===== src/rtl/lcd_bus_arbiter.sv =====
// Two-requester round-robin arbiter in front of a shared SPI write engine, with burst lock.
// Define LCD_ARB_TIMEOUT_EN to abort a transfer whose spi_done_i never arrives.
module lcd_bus_arbiter #(
  parameter logic [15:0] TIMEOUT_CYC = 16'd1024
) (
  input  logic       clk,
  input  logic       rst_n,
  input  logic [1:0] req_i,
  input  logic [1:0] lock_i,
  input  logic [8:0] data0_i,
  input  logic [8:0] data1_i,
  output logic [1:0] gnt_o,
  output logic [1:0] ack_o,
  output logic       spi_en_o,
  output logic [8:0] spi_data_o,
  input  logic       spi_done_i,
  output logic       err_o,
  output logic [2:0] state_o
);

  localparam logic [2:0] ST_IDLE  = 3'b001;
  localparam logic [2:0] ST_ISSUE = 3'b010;
  localparam logic [2:0] ST_WAIT  = 3'b100;

  logic [2:0] state_q, state_d;
  logic [1:0] gnt_q, gnt_d;
  logic       last_q, last_d;
  logic       spi_en_q, spi_en_d;
  logic [8:0] spi_data_q, spi_data_d;
  logic [1:0] pick;
  logic       win;
  logic       done_ack;

`ifdef LCD_ARB_TIMEOUT_EN
  logic [15:0] cnt_q, cnt_d;
  logic        err_q, err_d;
`else
  localparam logic unused_timeout_cyc = ^TIMEOUT_CYC;
`endif

  // last_q holds the index of the requester granted most recently; the other one wins a tie.
  always_comb begin
    pick = req_i;
    if (req_i == 2'b11) begin
      pick = last_q ? 2'b01 : 2'b10;
    end
  end

  assign win = gnt_q[1];

  always_comb begin
    state_d    = state_q;
    gnt_d      = gnt_q;
    last_d     = last_q;
    spi_en_d   = 1'b0;
    spi_data_d = spi_data_q;
    done_ack   = 1'b0;
`ifdef LCD_ARB_TIMEOUT_EN
    cnt_d      = cnt_q;
    err_d      = 1'b0;
`endif
    case (state_q)
      ST_IDLE: begin
        gnt_d = 2'b00;
        if (|req_i) begin
          gnt_d   = pick;
          state_d = ST_ISSUE;
        end
      end
      ST_ISSUE: begin
        spi_en_d   = 1'b1;
        spi_data_d = gnt_q[1] ? data1_i : data0_i;
        state_d    = ST_WAIT;
`ifdef LCD_ARB_TIMEOUT_EN
        cnt_d      = 16'd0;
`endif
      end
      ST_WAIT: begin
        if (spi_done_i) begin
          done_ack = 1'b1;
          if (lock_i[win] && req_i[win]) begin
            state_d = ST_ISSUE;
          end else begin
            gnt_d   = 2'b00;
            last_d  = win;
            state_d = ST_IDLE;
          end
        end
`ifdef LCD_ARB_TIMEOUT_EN
        else if (cnt_q == TIMEOUT_CYC - 16'd1) begin
          err_d   = 1'b1;
          gnt_d   = 2'b00;
          last_d  = win;
          state_d = ST_IDLE;
        end else begin
          cnt_d = cnt_q + 16'd1;
        end
`endif
      end
      default: begin
        gnt_d   = 2'b00;
        state_d = ST_IDLE;
      end
    endcase
  end

  always_ff @(posedge clk) begin
    if (!rst_n) begin
      state_q    <= ST_IDLE;
      gnt_q      <= 2'b00;
      last_q     <= 1'b1;
      spi_en_q   <= 1'b0;
      spi_data_q <= 9'd0;
    end else begin
      state_q    <= state_d;
      gnt_q      <= gnt_d;
      last_q     <= last_d;
      spi_en_q   <= spi_en_d;
      spi_data_q <= spi_data_d;
    end
  end

`ifdef LCD_ARB_TIMEOUT_EN
  always_ff @(posedge clk) begin
    if (!rst_n) begin
      cnt_q <= 16'd0;
      err_q <= 1'b0;
    end else begin
      cnt_q <= cnt_d;
      err_q <= err_d;
    end
  end
  assign err_o = err_q;
`else
  assign err_o = 1'b0;
`endif

  // ack is combinational in the done cycle so a locked requester can present its next
  // word in the following cycle, which is the ISSUE cycle that samples it.
  assign ack_o      = done_ack ? gnt_q : 2'b00;
  assign gnt_o      = gnt_q;
  assign spi_en_o   = spi_en_q;
  assign spi_data_o = spi_data_q;
  assign state_o    = state_q;

endmodule

===== config.mk =====
export PLATFORM = sky130hd
export DESIGN_NAME = lcd_bus_arbiter
export DESIGN_NICKNAME = d
export VERILOG_FILES = /design/src/rtl/lcd_bus_arbiter.sv
export SDC_FILE = /design/constraint.sdc
export NUM_CORES = 1
export LEC_CHECK = 0
export CORE_MARGIN = 8
export CORE_UTILIZATION = 38
export CTS_CLUSTER_DIAMETER = 100
export DETAILED_ROUTE_END_ITERATION = 10
export PLACE_DENSITY_LB_ADDON = 0.12
export SLEW_MARGIN = 20
export SYNTH_ARGS = -nofsm -noshare
export SYNTH_HDL_FRONTEND = slang
export SYNTH_SLANG_ARGS = --single-unit

===== constraint.sdc =====
create_clock -name clk -period 1.5 [get_ports clk]
set_input_delay 0.15 -clock clk [delete_from_list [all_inputs] [get_ports clk]]
set_output_delay 0.15 -clock clk [all_outputs]
set_load 0.05 [all_outputs]

# Word-level counts from Yosys, hierarchy flattened
# Index checks and enable logic that the tools add are counted.
# op_classes
n_eq_ne,7
shifts,0
reduce_logical,5
n_addsub,0
n_mux,19
mul,0
n_div,0
n_bitwise,2
n_lt_le_gt_ge,1
# op_table
cell,n
2-bit 2-to-1 mux,7
9-bit 2-to-1 mux,1
3-bit case mux with 3 select lines,1
1-bit 2-to-1 mux,7
3-bit 2-to-1 mux,2
2-bit != test (second input constant),3
2-bit case mux with 3 select lines,1
3-bit AND reduction,2
3-bit by 1-bit equality test with 1-bit output (second input constant),1
3-bit by 2-bit equality test with 1-bit output (second input constant),1
3-bit equality test (second input constant),1
2-bit equality test (second input constant),1
1-bit by 2-bit less-than comparator with 1-bit output (second input constant),1
1-bit inverter,2
2-bit AND reduction,1
2-bit OR reduction,1
1-bit logical AND,1
# word_totals
mem_bits_rw,0
register_bits,16
mem_count,0
rom_bits,0
latch_bits,0
word_cells,39

# Depth between registers and ports, before layout
# Gate-level depths: netlist (run 1).
# depth
word_depth,6
depth_mapped,5
depth_no_buf,3

# Least setup slack after synthesis (run 1)
# OpenSTA, ideal clock, no wires.
# synth_path
kind,register -> output
startpoint,"register gnt_q[1], in the netlist gnt_o[1]"
endpoint,output ack_o[1]
path_buffers,2
stages_incl_launch_ff,4
slack_ns,-0.212
required_time_ns,1.350
arrival_ns,1.562
path_cell_list,dfxtp_1 buf_2 buf_2 and2_1
# synth_between
elab_chain_len,1
# synth_rtl
item,line_no,rtl
from (decl),26,"logic [1:0] gnt_q, gnt_d;"
from (signal assigned),116,gnt_q <= gnt_d;
2-bit 2-to-1 mux,140,assign ack_o = done_ack ? gnt_q : 2'b00;
to (decl),13,"output logic [1:0] ack_o,"
# No other way between the ends.

# Worst setup path after layout (run 1)
# layout_path
startpoint,"register state_q[1], in the netlist state_o[1]"
endpoint,output ack_o[0]
# layout_between
elab_chain_len,3
# layout_rtl
item,line_no,rtl
from (decl),25,"logic [2:0] state_q, state_d;"
from (signal assigned),115,state_q <= state_d;
3-bit equality test,62,case (state_q)
1-bit 2-to-1 mux,62,
2-bit 2-to-1 mux,140,
# No other way between the ends.

==> results of run 1 <==
## cell families (layout without fill, tap and decap cells)
kind of cell / count (synthesis) / after routing / synth area share
AO/OA/AOI/OAI: 24 / 24 / 0.227
AND/OR/NAND/NOR: 24 / 24 / 0.182
flip-flops: 16 / 16 / 0.396
buffers and inverters: 13 / 62 / 0.0788
multiplexers: 9 / 9 / 0.111
other: 1 / 1 / 0.00463
## flip-flops by register name, indices dropped and copies added (netlist names)
| register | cells |
|---|---|
| last_q | 1 |
| state_o | 3 |
| spi_data_o | 9 |
| gnt_o | 2 |
| spi_en_o | 1 |
## power breakdown
part	internal (µW)	switching, µW
Combinational	176	195
Clock	148	147
Sequential	454	28.3
Total	777	370
## cell type report
type | instances | area, µm² | area share
flip-flops and latches | 16 | 330 | 0.244
repair buffers | 52 | 500 | 0.370
well taps | 27 | 33.8 | 0.0250
multi-input cells | 58 | 430 | 0.318
clock buffers | 4 | 36.3 | 0.0268
inverters | 6 | 22.5 | 0.0166
## what timing repair did
| action | 4_1_cts | 5_1_grt |
|---|---|---|
| endpoints found under the setup margin | 2 | 2 |
| buffers inserted | 0 | 2 |
| pin swaps | 0 | 1 |
| gates resized for setup | 1 | 5 |
| hold endpoints to repair | 0 | 0 |
## worst reg2reg max path, cell delays in order, from the launching register on
cell and delay (ns):
dfxtp_4 0.40, nor3b_2 0.25, buf_4 0.23, nor2_1 0.06
a211oi_1 0.24
## final timing paths
path	startpoint	to	cells after the start
setup reg to reg	state_o[1]	spi_data_o[6]	4
hold reg to reg	spi_data_o[8]	spi_data_o[8]	2
hold / removal	data0_i[1]	spi_data_o[1]	3
setup / recovery	state_o[1]	ack_o[0]	3
## metrics by stage
step           hold WS (ns)  utilization
4_1_cts               0.493        0.672
2_1_floorplan         0.241            -
6_report              0.495        0.683
5_1_grt               0.507        0.683
3_3_place_gp          0.488        0.653
3_5_place_dp          0.495        0.653
## Yosys cell counts
master      n  area (µm²)
inv_1       6        22.5
dfxtp_1    16         320
a31o_2      1        8.76
and4bb_1    1        12.5
a311o_1     1        10.0
a21oi_1     1        5.00
a31oi_1     3        18.8
nand2b_1    2        12.5
a2111oi_0   1        8.76
nand2_1     1        3.75
conb_1      1        3.75
nand3_1     1        5.00
a22o_1      1        8.76
a211oi_1   10        75.1
nand4bb_1   1        11.3
clkbuf_1    1        3.75
o211a_1     2        20.0
o21ai_0     1        5.00
o311ai_0    1        8.76
nor2_1      9        33.8
o21a_1      1        7.51
nor3b_1     2        15.0
buf_4       3        22.5
nand3_2     1        10.0
nor3_1      1        5.00
a21boi_0    1        7.51
buf_2       3        15.0
nand3b_1    1        7.51
mux2i_1     9        90.1
nor3b_2     1        12.5
and2_1      3        18.8
## metal layers
layer / track usage / wire length (µm)
met1: 0.149 / 1040
met5: 0 / 0
met3: 0.0412 / 148
met4: 0.0350 / 23
met2: 0.202 / 1200
==> metrics.md, run 1 <==
| Metric | Value |
|---|---|
| Fmax | roughly 680 MHz |
| Total core area | between 0.0015 and 0.002 mm² |
| Syn-to-layout area delta | 67.2% |
| R2R setup slack | roughly 0.23 ns |
| Setup Skew | approximately 0.0032 ns |
| Hold-fix buffers, CTS | 0 |
| Placed Area | approximately 0.0013 mm² |
| Fin cells | 163 |
| Clock sinks | 16 |
| Crit path max fanout | 8 |
| First-pass GRT wire length | around 4000 µm |
| HPWL after DPL | around 1900 µm |
| Design area | between 0.001 and 0.0015 mm² |
| Root Driver | clkbuf_4 |
| Clock Pin Slew Worst Setup and Hold Paths | approximately 0.10 ns |
| Global-route usage over all layers | 0.124 |
| Port bufs | slightly above 40 |
| Crit path largest cell delay | 0.38 ns |
| Post-Syn Area | between 800 and 900 µm² |
| Static Leak | 0.000534 µW |
| DIE AREA | 0.00386 mm² |
| TNS Setup | 0 ns |
| Setup crit end kind | output port |
| Synth Instances | 87 |
| Final net count | 162 |
| Syn_nets | between 100 and 150 |
| CP delay by family, top | simple AND/OR/NAND/NOR gates |
| #FFs+latches synth | 16 |
| Final Cycle Share | 0.983 |
| Vias in the first global route | between 800 and 900 |
| Syn_area_per_cell | between 9 and 10 µm² |
| Outcome | finished, final reports clean |
| FILL cells | between 150 and 200 |
| PwrDens | 848 mW/mm² |
| Pwr Total | approximately 1100 µW |
| I/O pins | 43 |
| Tmin final | roughly 1.5 ns |
| WP buf/inv | 1 |
| Arrival time at the worst endpoint | 1.32 ns |
| Initial drt markers | 13 |
| Hold/Removal Path Class | in -> reg |
| CTS Buffer Depth | 2 |
| Residual DRC | 0 |
| Pre-CTS WS | about 0.07 ns |
| Critical path class | reg -> out |
| Routed Wire Length | between 2000 and 2500 µm |
| RSZ-0062 raised after global routing | true |
| Crit-path cells | and4bb_2 > and2_4 > buf_12 |
| Yosys warning count | 0 |
| Startpoint types | flop |
| Most frequent cells in the layout | clkdlybuf4s50_1 (24), buf_4 (24), dfxtp_1 (12) |
| Final hold violation count | 0 |
| Clock buffer count from CTS | 3 |
| Yosys cell types | 31 |
| Slew Viols, Final | 0 |
| Die height | ~62 µm |
| Total grt overflow | 0 |
| Die Span X | approximately 62 µm |
| Placed cells | roughly 160 |
| Post-synthesis sequential area ratio | 0.396 |
| Routability Congestion | 0.805 |
| CTS tree | yes |
| Via count | 825 |
| Max-Cap Viols | 0 |
| Initial Util | 0.408 |
| Layout cell share with drive strength beyond 1 | 0.309 |
| Via density | just over 5 |
| Fin worst setup slack | 0.0260 ns |
| Wire length per cell | around 15 µm |
| Clk_lat worst skew | 0.29 ns |
| Final setup vio count | 0 |
| Critical path's slowest cell | dfxtp_4 |
| VDD IR max | 0.000497 V |
| Pin count of the biggest net entering global routing | 14 |
| Initial antenna violation count | 0 |
| ANT cells | 0 |
| H-tree levels | 1 |
| CP Data Required Time | about 1.4 ns |
| ANT nets after route | 0 |
| DRT Pass-1 Iters | 4 |
| Row count | 16 |
(Power assumes the default switching activity.)
==> inputs of run 2 (changes only) <==
--- a/config.mk
+++ b/config.mk
@@ -5,6 +5,7 @@
 export SDC_FILE = /design/constraint.sdc
 export NUM_CORES = 1
 export LEC_CHECK = 0
+export CORE_ASPECT_RATIO = 1.4
 export CORE_MARGIN = 8
 export CORE_UTILIZATION = 38
 export CTS_CLUSTER_DIAMETER = 100
==> metrics.md, run 2 (synthesis gave the netlist of run 1 again) <==
| Metric | Value |
|---|---|
| Outcome | finished, final reports clean |
| CP delay by family, top | simple AND/OR/NAND/NOR gates |
| Port bufs | 41 (unchanged) |
| Critical path class | reg -> out |
| Clock buffer count from CTS | 3 (unchanged) |
| Arrival time at the worst endpoint | 1.30 ns (-0.02 ns) |
| Crit path largest cell delay | 0.38 ns (about the same) |
| Final setup vio count | 0 (unchanged) |
| Most frequent cells in the layout | clkdlybuf4s50_1 (24), buf_4 (21), dfxtp_1 (12) |
| I/O pins | 43 (unchanged) |
| Total core area | 0.00210 mm² (+6.1%) |
| Syn-to-layout area delta | 62.0% |
| Placed cells | 151 (-3.8%) |
| Total grt overflow | 0 (unchanged) |
| Hold-fix buffers, CTS | 0 (unchanged) |
| WP buf/inv | 1 (unchanged) |
| CTS tree | yes |
| Hold_ws | 0.499 ns (+0.00369 ns) |
| Final net count | 159 (-1.9%) |
| VDD IR max | 0.000542 V (+8.9%) |
| Via density | 5.35 (+5.7%) |
| Post-CTS Setup Bufs | 0 (unchanged) |
| Layout cell share with drive strength beyond 1 | 0.280 (-0.0285) |
| Setup crit end kind | output port |
| First-pass GRT wire length | 3860 µm (-3.3%) |
| Critical path's slowest cell | dfxtp_4 |
| Startpoint types | flop |
| DIE AREA | 0.00388 mm² (+0.54%) |
| HPWL after DPL | 1870 µm (-3.4%) |
| Global-route usage over all layers | 0.124 (+0.000590) |
| Row count | 20 (+4) |
| DRT Pass-1 Iters | 3 (-1) |
| Setup Skew | 0.00357 ns (+0.000342 ns) |
| Hold/Removal Path Class | in -> reg |
| Final hold violation count | 0 (unchanged) |
| Fmax | 690 MHz (+1.7%) |
| Wire length per cell | 14.7 µm (-0.86%) |
| Vias in the first global route | 900 (+7.5%) |
| CP Data Required Time | 1.35 ns (about the same) |
| ANT nets after route | 0 (unchanged) |
| Static Leak | 0.000515 µW (-3.6%) |
| ANT cells | 0 (unchanged) |
| Initial antenna violation count | 0 (unchanged) |
| RSZ-0062 raised after global routing | true |
| PwrDens | 806 mW/mm² (-5.0%) |
| H-tree levels | 1 (unchanged) |
| Pin count of the biggest net entering global routing | 13 (-1) |
| Most common cell after layout, fill and taps aside | clkdlybuf4s50_1 |
| Die Span X | 55.0 µm (-11%) |
| Clk_lat worst skew | 0.28 ns (about the same) |
| Via count | 824 (-0.12%) |
| Final Cycle Share | 0.966 (-0.0165) |
| Die height | 70.6 µm (+14%) |
| Crit-path cells | and4bb_1 > and2_2 > buf_12 |
| CTS Buffer Depth | 2 (unchanged) |
| Crit path max fanout | 11 (+3) |
| Initial Util | 0.385 (-0.0233) |
| Clock Pin Slew Worst Setup and Hold Paths | 0.09 ns (about the same) |
| Routed Wire Length | 2260 µm (-6.3%) |
| Routability Congestion | 0.899 (+12%) |
| Fin cells | 154 (-5.5%) |
| Slew Viols, Final | 0 (unchanged) |
| Clock sinks | 16 (unchanged) |
| Max-Cap Viols | 0 (unchanged) |
| Number of flip-flops in the largest register | 9 (unchanged) |
| Residual DRC | 0 (unchanged) |
| Initial drt markers | 7 (-6) |
| FILL cells | 193 (+16%) |
| Tmin final | 1.45 ns (-0.0248 ns) |
| Root Driver | clkbuf_4 |
-- run 2: cell types whose count changed in the layout (fill, tap and decap cells not counted), sizes merged --
cell,change
buf,-3
clkbuf,-1
-- run 2: timing repair --
action,CTS,global route
setup endpoints to repair,2,2
gates resized for setup,2,2
pin swaps,0,1
-- run 2: through the flow --
step	total power (µW)	util	setup slack [ns]	area (µm²)	setup TNS, ns
2_1_floorplan	693	-	0.0459	816	0
5_1_grt	1110	0.624	-0.00548	1310	-0.00831
3_5_place_dp	851	0.609	0.0774	1280	0
4_1_cts	1070	0.621	0.00928	1310	0
6_report	1060	0.624	0.0508	1310	0
3_3_place_gp	846	0.609	0.101	1280	0
-- run 2: power breakdown --
group | switching [µW] | internal, µW | total, µW
clock network | 125 | 93.1 | 218
registers | 33.1 | 454 | 488
logic | 187 | 164 | 351
total | 345 | 712 | 1060
-- run 2: worst register-to-register path, stage by stage (launching register included) --
cell       delay (ns)
dfxtp_2          0.38
buf_4            0.25
inv_1            0.06
a2111oi_0        0.33
o21a_1           0.19
-- run 2: layout make-up --
| type | instances | area (µm²) | share of cell area |
|---|---|---|---|
| timing repair buffer | 49 | 478 | 0.365 |
| clock buffer | 3 | 22.5 | 0.0172 |
| inverter | 6 | 22.5 | 0.0172 |
| multi-input combinational | 58 | 428 | 0.326 |
| tap | 22 | 27.5 | 0.0210 |
| sequential | 16 | 333 | 0.254 |
-- run 2: worst paths after layout --
kind	startpoint	depth (start not counted)	end	slack [ns]
worst max-delay path	state_o[1]	3	ack_o[0]	0.05
worst min-delay path	data0_i[3]	3	spi_data_o[3]	0.50
worst max register to register	gnt_o[1]	4	gnt_o[1]	0.24
worst min register to register	spi_data_o[7]	2	spi_data_o[7]	0.50
-- run 2: metal layers --
layer  share of wire  GRT usage
met1            0.39      0.133
met2            0.51      0.211
met3           0.084     0.0461
met4           0.021     0.0402
met5               0          0
